**src/rtl/wb_uart_master.sv**
```systemverilog
// UART-driven Wishbone initiator: framed serial commands become single 32-bit
// bus cycles, with status and read data returned on the serial transmit line.
module wb_uart_master #(
    parameter int unsigned CLKS_PER_BIT = 868,
    parameter int unsigned TIMEOUT      = 255
) (
    input  logic        i_clk,
    input  logic        i_reset,
    input  logic        i_uart_rx,
    output logic        o_uart_tx,
    output logic [31:0] o_wb_adr,
    output logic [31:0] o_wb_dat,
    output logic [3:0]  o_wb_sel,
    output logic        o_wb_we,
    output logic        o_wb_cyc,
    output logic        o_wb_stb,
    input  logic [31:0] i_wb_dat,
    input  logic        i_wb_ack,
    input  logic        i_wb_err,
    output logic        o_busy
);

    localparam int unsigned CNT_W = $clog2(CLKS_PER_BIT);
    localparam int unsigned TMO_W = $clog2(TIMEOUT);
    localparam logic [CNT_W-1:0] BIT_LAST  = CNT_W'(CLKS_PER_BIT - 1);
    localparam logic [CNT_W-1:0] HALF_LAST = CNT_W'(CLKS_PER_BIT / 2 - 1);
    localparam logic [TMO_W-1:0] TMO_LAST  = TMO_W'(TIMEOUT - 1);
    localparam logic [7:0] CMD_WR    = 8'h01;
    localparam logic [7:0] CMD_RD    = 8'h02;
    localparam logic [7:0] STS_OK    = 8'h00;
    localparam logic [7:0] STS_ERR   = 8'hEE;

    typedef enum logic [2:0] {S_IDLE, S_ADDR, S_DATA, S_BUS, S_RESP} state_t;

    state_t           state, state_nxt;
    logic             rx_meta, rx_sync, rx_prev;
    logic             rx_active, rx_valid, rx_ferr;
    logic [CNT_W-1:0] rx_cnt;
    logic [3:0]       rx_bit;
    logic [7:0]       rx_shift;
    logic             tx_active;
    logic [CNT_W-1:0] tx_cnt;
    logic [3:0]       tx_bit;
    logic [8:0]       tx_shift;
    logic [1:0]       byte_cnt;
    logic             is_write;
    logic [31:0]      addr, wdata, rdata;
    logic [7:0]       status;
    logic [TMO_W-1:0] timer;
    logic [2:0]       resp_idx, resp_total;
    logic             tx_done_c, tx_load_c, byte_in_c, bus_start_c, bus_end_c;
    logic [7:0]       tx_byte_c;

    always_ff @(posedge i_clk) begin
        if (i_reset) begin
            rx_meta <= 1'b1;
            rx_sync <= 1'b1;
            rx_prev <= 1'b1;
        end else begin
            rx_meta <= i_uart_rx;
            rx_sync <= rx_meta;
            rx_prev <= rx_sync;
        end
    end

    // Receive sequencer: rx_bit 0 = start (checked at half bit), 1..8 data, 9 stop
    always_ff @(posedge i_clk) begin
        if (i_reset) begin
            rx_active <= 1'b0;
            rx_cnt    <= '0;
            rx_bit    <= '0;
            rx_shift  <= '0;
            rx_valid  <= 1'b0;
            rx_ferr   <= 1'b0;
        end else begin
            rx_valid <= 1'b0;
            rx_ferr  <= 1'b0;
            if (!rx_active) begin
                rx_cnt <= '0;
                rx_bit <= '0;
                if (rx_prev && !rx_sync) rx_active <= 1'b1;
            end else if (rx_cnt == ((rx_bit == 4'd0) ? HALF_LAST : BIT_LAST)) begin
                rx_cnt <= '0;
                if (rx_bit == 4'd0) begin
                    if (rx_sync) rx_active <= 1'b0;
                    else         rx_bit    <= 4'd1;
                end else if (rx_bit == 4'd9) begin
                    rx_active <= 1'b0;
                    rx_valid  <= rx_sync;
                    rx_ferr   <= !rx_sync;
                end else begin
                    rx_shift <= {rx_sync, rx_shift[7:1]};
                    rx_bit   <= rx_bit + 4'd1;
                end
            end else begin
                rx_cnt <= rx_cnt + 1'b1;
            end
        end
    end

    // Transmit sequencer: a load on the final stop cycle chains bytes with no gap
    assign tx_done_c = tx_active && (tx_bit == 4'd9) && (tx_cnt == BIT_LAST);

    always_ff @(posedge i_clk) begin
        if (i_reset) begin
            tx_active <= 1'b0;
            tx_cnt    <= '0;
            tx_bit    <= '0;
            tx_shift  <= '0;
            o_uart_tx <= 1'b1;
        end else if (tx_load_c) begin
            tx_active <= 1'b1;
            tx_cnt    <= '0;
            tx_bit    <= '0;
            tx_shift  <= {1'b1, tx_byte_c};
            o_uart_tx <= 1'b0;
        end else if (tx_active) begin
            if (tx_cnt == BIT_LAST) begin
                tx_cnt <= '0;
                if (tx_bit == 4'd9) begin
                    tx_active <= 1'b0;
                    o_uart_tx <= 1'b1;
                end else begin
                    o_uart_tx <= tx_shift[0];
                    tx_shift  <= {1'b1, tx_shift[8:1]};
                    tx_bit    <= tx_bit + 4'd1;
                end
            end else begin
                tx_cnt <= tx_cnt + 1'b1;
            end
        end
    end

    always_ff @(posedge i_clk) begin
        if (i_reset) state <= S_IDLE;
        else         state <= state_nxt;
    end

    assign resp_total = is_write ? 3'd1 : 3'd5;

    always_comb begin
        state_nxt = state;
        case (state)
            S_IDLE: if (rx_valid && (rx_shift == CMD_WR || rx_shift == CMD_RD)) state_nxt = S_ADDR;
            S_ADDR: begin
                if (rx_ferr)                             state_nxt = S_IDLE;
                else if (rx_valid && byte_cnt == 2'd3)   state_nxt = is_write ? S_DATA : S_BUS;
            end
            S_DATA: begin
                if (rx_ferr)                             state_nxt = S_IDLE;
                else if (rx_valid && byte_cnt == 2'd3)   state_nxt = S_BUS;
            end
            S_BUS:  if (i_wb_err || i_wb_ack || timer == TMO_LAST) state_nxt = S_RESP;
            S_RESP: if (tx_done_c && resp_idx == resp_total) state_nxt = S_IDLE;
            default: state_nxt = S_IDLE;
        endcase
    end

    always_comb begin
        byte_in_c   = 1'b0;
        bus_start_c = 1'b0;
        bus_end_c   = 1'b0;
        tx_load_c   = 1'b0;
        tx_byte_c   = status;
        if (state == S_ADDR || state == S_DATA) byte_in_c = rx_valid;
        if (state != S_BUS && state_nxt == S_BUS) bus_start_c = 1'b1;
        if (state == S_BUS && state_nxt == S_RESP) bus_end_c = 1'b1;
        if (state == S_RESP && (!tx_active || tx_done_c) && resp_idx != resp_total) tx_load_c = 1'b1;
        case (resp_idx)
            3'd0:    tx_byte_c = status;
            3'd1:    tx_byte_c = rdata[31:24];
            3'd2:    tx_byte_c = rdata[23:16];
            3'd3:    tx_byte_c = rdata[15:8];
            default: tx_byte_c = rdata[7:0];
        endcase
    end

    // Command collection, bus cycle and response bookkeeping
    always_ff @(posedge i_clk) begin
        if (i_reset) begin
            byte_cnt <= '0;
            is_write <= 1'b0;
            addr     <= '0;
            wdata    <= '0;
            rdata    <= '0;
            status   <= '0;
            timer    <= '0;
            resp_idx <= '0;
            o_wb_adr <= '0;
            o_wb_dat <= '0;
            o_wb_sel <= '0;
            o_wb_we  <= 1'b0;
            o_wb_cyc <= 1'b0;
            o_wb_stb <= 1'b0;
            o_busy   <= 1'b0;
        end else begin
            o_busy <= (state_nxt != S_IDLE);
            if (state == S_IDLE && state_nxt == S_ADDR) begin
                is_write <= (rx_shift == CMD_WR);
                byte_cnt <= '0;
            end
            if (byte_in_c) begin
                byte_cnt <= byte_cnt + 2'd1;
                if (state == S_ADDR) addr  <= {addr[23:0], rx_shift};
                else                 wdata <= {wdata[23:0], rx_shift};
            end
            if (bus_start_c) begin
                o_wb_cyc <= 1'b1;
                o_wb_stb <= 1'b1;
                o_wb_sel <= 4'hF;
                o_wb_we  <= is_write;
                o_wb_adr <= (state == S_ADDR) ? {addr[23:0], rx_shift} : addr;
                o_wb_dat <= (state == S_DATA) ? {wdata[23:0], rx_shift} : wdata;
                timer    <= '0;
            end else if (state == S_BUS) begin
                timer <= timer + 1'b1;
            end
            if (bus_end_c) begin
                o_wb_cyc <= 1'b0;
                o_wb_stb <= 1'b0;
                o_wb_sel <= 4'h0;
                o_wb_we  <= 1'b0;
                resp_idx <= '0;
                if (!i_wb_err && i_wb_ack) begin
                    status <= STS_OK;
                    rdata  <= i_wb_dat;
                end else begin
                    status <= STS_ERR;
                    rdata  <= '0;
                end
            end
            if (tx_load_c) resp_idx <= resp_idx + 3'd1;
        end
    end

endmodule

```
**config.mk**
```make
export PLATFORM = sky130hd
export DESIGN_NAME = wb_uart_master
export DESIGN_NICKNAME = d
export VERILOG_FILES = /design/src/rtl/wb_uart_master.sv
export SDC_FILE = /design/constraint.sdc
export NUM_CORES = 1
export LEC_CHECK = 0
export CORE_ASPECT_RATIO = 1.75
export CORE_MARGIN = 2
export CORE_UTILIZATION = 42
export CTS_BUF_LIST = sky130_fd_sc_hd__clkbuf_8
export DETAILED_ROUTE_END_ITERATION = 8
export GPL_TIMING_DRIVEN = 0
export HOLD_SLACK_MARGIN = 0.02
export SLEW_MARGIN = 20
export SYNTH_ARGS = -nofsm -noshare
export SYNTH_HDL_FRONTEND = slang
export SYNTH_SLANG_ARGS = --single-unit
```
**constraint.sdc**
```tcl
create_clock -name i_clk -period 4.2 [get_ports i_clk]
set_input_delay 0.42 -clock i_clk [delete_from_list [all_inputs] [get_ports i_clk]]
set_output_delay 0.42 -clock i_clk [all_outputs]
set_load 0.02 [all_outputs]
```
---- Word-level counts from Yosys, hierarchy flattened ----
Cells that the tools add are included.
storage, ports and cells
  input bits .............................. 37
  logic and storage cells ................. 152
  output and inout bits ................... 73
  flip-flop bits (word level) ............. 242
cells by class
  bitwise gates (word level) .............. 6
  add/subtract/negate cells ............... 7
  multiplexer cells ....................... 46
  reduce and logical (&&, ||, !) cells .... 40
  eq/ne operators ......................... 24
operators with widths
  cell                                           number
  2-to-1 mux 32 bit                              3
  2-to-1 mux 9 bit                               4
  case mux 8 bit (4 select lines)                1
  2-to-1 mux 3 bit                               10
  adder 10 x 1 -> 10 bit, second input constant  2
  2-to-1 mux 10 bit                              2
  2-to-1 mux 1 bit                               19
  == test 3 x 2 -> 1 bit, second input constant  5
  case mux 3 bit (5 select lines)                1
  logical AND 1 bit                              12
  2-to-1 mux 4 bit                               3
  == test 10 bit                                 1
  == test 10 bit, second input constant          1
  == test 3 x 1 -> 1 bit, second input constant  3
  AND reduction 3 bit                            3
  adder 4 x 1 -> 4 bit, second input constant    2
  adder 8 x 1 -> 8 bit, second input constant    1
  == test 4 bit, second input constant           2
  == test 8 x 1 -> 1 bit, second input constant  1
  == test 8 x 2 -> 1 bit, second input constant  1
  == test 8 bit, second input constant           1
  2-to-1 mux 8 bit                               1
  nonzero test 2 bit                             4
  OR reduction 2 bit                             4
  other kinds (19)                               36

---- Logic depth before layout (Yosys ltp) ----
  word-level depth ........................ 11
  mapped depth ............................ 9
  mapped depth without buffers ............ 7

---- Worst setup path before layout ----
OpenSTA, ideal clock, no wires.
  path type ............................... reg-to-reg
  from .................................... register rx_bit[0]
  to ...................................... register rx_shift[0]
  library setup time ...................... 128 ps
  slack ................................... 1825 ps
  arrival ................................. 2247 ps
  buffers on the path ..................... 0
  stages on the path, launching flop included .. 8
  clock period less this slack ............ 2375 ps
  required time ........................... 4072 ps
  path through ............................ dfxtp_1 -> inv_1 -> ha_1 -> or3b_1 -> or3_4 -> a2111oi_4 -> mux2i_1 -> nor2_1
between the ends
  cells in the longest elaborated chain, start to end .. 4
  elaborated cells between the ends (all ways) .. 7
  classes of those cells .................. 2 x eq/ne; 1 x mux; 2 x bitwise; 2 x reduce/logical
ends and longest elaborated chain
  item                               line    RTL
  start, declared                    39      logic [3:0] rx_bit;
  start signal, assigned             93      rx_bit <= rx_bit + 4'd1;
  zero test 4 bit                    82, 84
  2-to-1 mux 10 bit                  82      end else if (rx_cnt == ((rx_bit == 4'd0) ? HALF_LAST : BIT_LAST)) begin
  == test 10 bit                     82
  AND reduction 4 bit (no line) (*)  --
  end signal, assigned               92      rx_shift <= {rx_sync, rx_shift[7:1]};
  end, declared                      40      logic [7:0] rx_shift;
Every way passes the cells marked *; elsewhere a longest branch is shown, timed or not.
A chain may end at the register's enable or synchronous reset.

---- Final worst setup path ----
  from .................................... register state[1]
  to ...................................... register o_wb_adr[12]
between the ends
  cells in the longest elaborated chain, start to end .. 6
  elaborated cells between the ends (all ways) .. 18
  classes of those cells .................. 6 x eq/ne; 10 x mux; 2 x reduce/logical
ends and longest elaborated chain
  item                                        line      RTL
  start, declared                             35        state_t state, state_nxt;
  start signal, assigned                      136       else state <= state_nxt;
  2-to-1 mux 3 bit, on equally long branches  151, 147
  2-to-1 mux 3 bit, on equally long branches  150, 146
  case mux 3 bit (5 select lines)             143       case (state)
  == test 3 x 2 -> 1 bit                      166       if (state != S_BUS && state_nxt == S_BUS) bus_start_c = 1'b1;
  logical AND 1 bit                           166
  2-to-1 mux 1 bit                            166
  end signal, assigned                        212       o_wb_adr <= (state == S_ADDR) ? {addr[23:0], rx_shift} : addr;
  end, declared                               11        output logic [31:0] o_wb_adr,
Parallel ways exist; a longest one is shown, timed or not.

==> metrics.md <==
| Metric | Value |
|---|---|
| Req. time, crit path | 4.59 ns |
| Critical path, cell by cell | clkbuf_1 > nor2b_1 > a32oi_1 > o31ai_1 > and2_1 > clkbuf_1 > buf_1 > a211oi_1 |
| Vias in the first global route | about 8000 |
| # resized after CTS | 0 |
| First-pass GRT wire length | between 40 and 50 mm |
| Outcome | completed |
| Htree depth | 2 |
| Commonest non-fill, non-tap cells in the layout | dfxtp_1 (234), nand2_1 (164), a21oi_1 (143) |
| Final min period | between 3 and 4 ns |
| Antenna Nets Post-Route | 0 |
| Final setup violation count | 0 |
| Syn avg cell area | a little over 9 um^2 |
| Share of post-route cells with drive strength above 1 | 0.0647 |
| Post-CTS setup buffer count | 0 |
| Placed Area | between 0.01 and 0.015 mm^2 |
| Fin cells | around 1500 |
| CTS Hold Bufs | 0 |
| Total wire length | 26.2 mm |
| Placed Cells | 1470 |
| Synth top area cells | dfxtp_1 (49%), mux2i_1 (7.6%), a21oi_1 (7.5%) |
| Post-Synthesis Cell Area | between 0.009 and 0.01 mm^2 |
| Area grow syn2layout | 23.2% |
| Slew headroom | 0.304 |
| Post-Synthesis Cells | between 1000 and 1500 |
| Syn nets | ~1100 |
| Iter 0 DRT Violations | 445 |
| Synth cell types | 58 |
| # rows | 73 |
| DRC | 0 |
| Gr usage total | 0.219 |
| Clock Skew | 0.0226 ns |
| CP endpoint kind | flip-flop |
| Root buffer cell | clkbuf_8 |
| Worst skew pair latency | between 0.5 and 0.6 ns |
| P_leak | roughly 3.8 nW |
| Initial antenna violation count | 0 |
| MaxCap Viol Count | 0 |
| Critical Path Start Type | flip-flop |
| Area leader, netlist | dfxtp_1 |
| Die width | roughly 120 um |
| CTS buffer count | 37 |
| Antenna cells | 0 |
| Post-layout net count | between 1000 and 1500 |
| Ys Warns | 0 |
| Vias per cell | 5.22 |
| Most common cell after layout, fill and taps aside | dfxtp_1 |
| Min-Delay Path Class | reg -> reg |
| Clock slew at reported path FFs | approximately 0.07 ns |
| Post-synth EDFFs | 0 |
| Core area | roughly 0.023 mm^2 |
| Crit path DAT | roughly 3.7 ns |
| End-of-flow core utilization | 0.524 |
| GRT Residual Overflow | 0 |
| CTS tree | built |
| Ys flop type | dfxtp_1 |
| Slowest stage delay, CP | around 0.8 ns |
| Max clock buf depth | 3 |
| Crit share post-route | 0.775 |
| CP max stage cell | o31ai_1 |
| Wirelength per Cell | 17.0 um |
| Die span in y | about 200 um |
| GPL Wtd Cong | between 0.8 and 0.9 |
| IO buf count | around 110 |
| Worst-path fanout max | 10 |
| Setup TNS | 0 ns |
| Register area share after synthesis | 0.488 |
| Largest net degree at the start of global routing | 11 |
| Fraction of registers with async set/reset | 0 |
| Max Freq | approximately 310 MHz |
| Die Outline Area | around 0.024 mm^2 |
| Dpl ws | roughly 0.92 ns |
| Unrepaired setup endpoints after global routing | false |
| Final instance area | 0.0118 mm^2 |
| Pwr dens | ~360 mW/mm^2 |
| Pins Over Slew Limit | 0 |
| Slew @ Worst Pin | between 1 and 1.5 ns |
| Final setup margin | between 0.9 and 1 ns |
| Synthesized flop and latch total | approximately 230 |
| Worst path most repeated cell | clkbuf_1 |
| VDD IR-drop max | approximately 0.28 mV |
| Drt pass-1 iters | 5 |
| Initial core utilization | 0.426 |
| CP Class | reg -> reg |
| Detailed Place HPWL | around 19 mm |
| Synth top area share | 0.488 |
| Total number of vias | 8030 |
| CTS Sinks | 234 |
| Total power | roughly 4.3 mW |
| Endpoints failing hold | 0 |
| Worst hold slack | between 0.4 and 0.5 ns |
| I/O pin cnt | 110 |
sequential cells by signal (all words and copies together), names as in the netlist, 2 cells and up:
register,cells
rdata,32
o_wb_adr,32
rx_shift,8
timer,8
addr,32
rx_bit,4
rx_cnt,10
tx_bit,4
byte_cnt,2
state,3
tx_cnt,10
tx_shift,9
wdata,32
o_wb_dat,32
resp_idx,3
synth_stat cells (all sizes together), types with 15 or more instances:
library cell    n
a211oi         67
a21oi         143
a22o           32
buf            19
clkbuf         70
dfxtp         234
ha             15
inv            17
mux2i          73
nand2         164
nand3          21
nor2           59
xor2           17
routing by layer:
metal	track usage	up-vias	part of all wire
li1	-	4070	-
met1	0.237	3751	0.39
met2	0.417	166	0.54
met3	0.0399	43	0.037
met4	0.0818	0	0.030
met5	0	-	0
final timing paths:
kind | to | from | slack (ns) | cells after the start
worst max-delay path | o_wb_adr[12] | state[1] | 0.94 | 8
worst min-delay path | rx_sync | rx_meta | 0.43 | 1
worst max register to register | o_wb_adr[12] | state[1] | 0.94 | 8
worst min register to register | rx_sync | rx_meta | 0.43 | 1
area by class of cell:
cell class | instances | area, um^2
inverter | 17 | 63.8
fill | 2197 | 10700
sequential | 234 | 4680
clock buffer | 49 | 674
tap | 300 | 375
buffer | 89 | 362
clock inverter | 18 | 83.8
multi-input combinational | 721 | 4500
timing repair buffer | 109 | 1090
worst max-delay path, delay by kind of cell (launching register included):
| family | cells | cell delay (ns) |
|---|---|---|
| buffers and inverters | 3 | 1.29 |
| AO/OA/AOI/OAI | 3 | 1.03 |
| AND/OR/NAND/NOR | 2 | 0.46 |
| flip-flops | 1 | 0.31 |
cells by family after synthesis:
logic type               Yosys count  share of synthesized area
XOR/XNOR                          30                     0.0274
flip-flops                       234                      0.488
multiplexers                      73                     0.0761
AND/OR/NAND/NOR                  313                      0.146
adder cells (fa/ha/maj)           15                     0.0195
AO/OA/AOI/OAI                    290                      0.199
buffers and inverters            106                     0.0443
report_power, final:
group	total, mW	leakage [nW]	switching [mW]	internal (mW)
registers	2.22	1.88	0.00139	2.22
logic	0.0920	1.47	0.0540	0.0380
clock network	1.97	0.428	0.923	1.05
total	4.29	3.78	0.979	3.31
(Power assumes the default switching activity.)
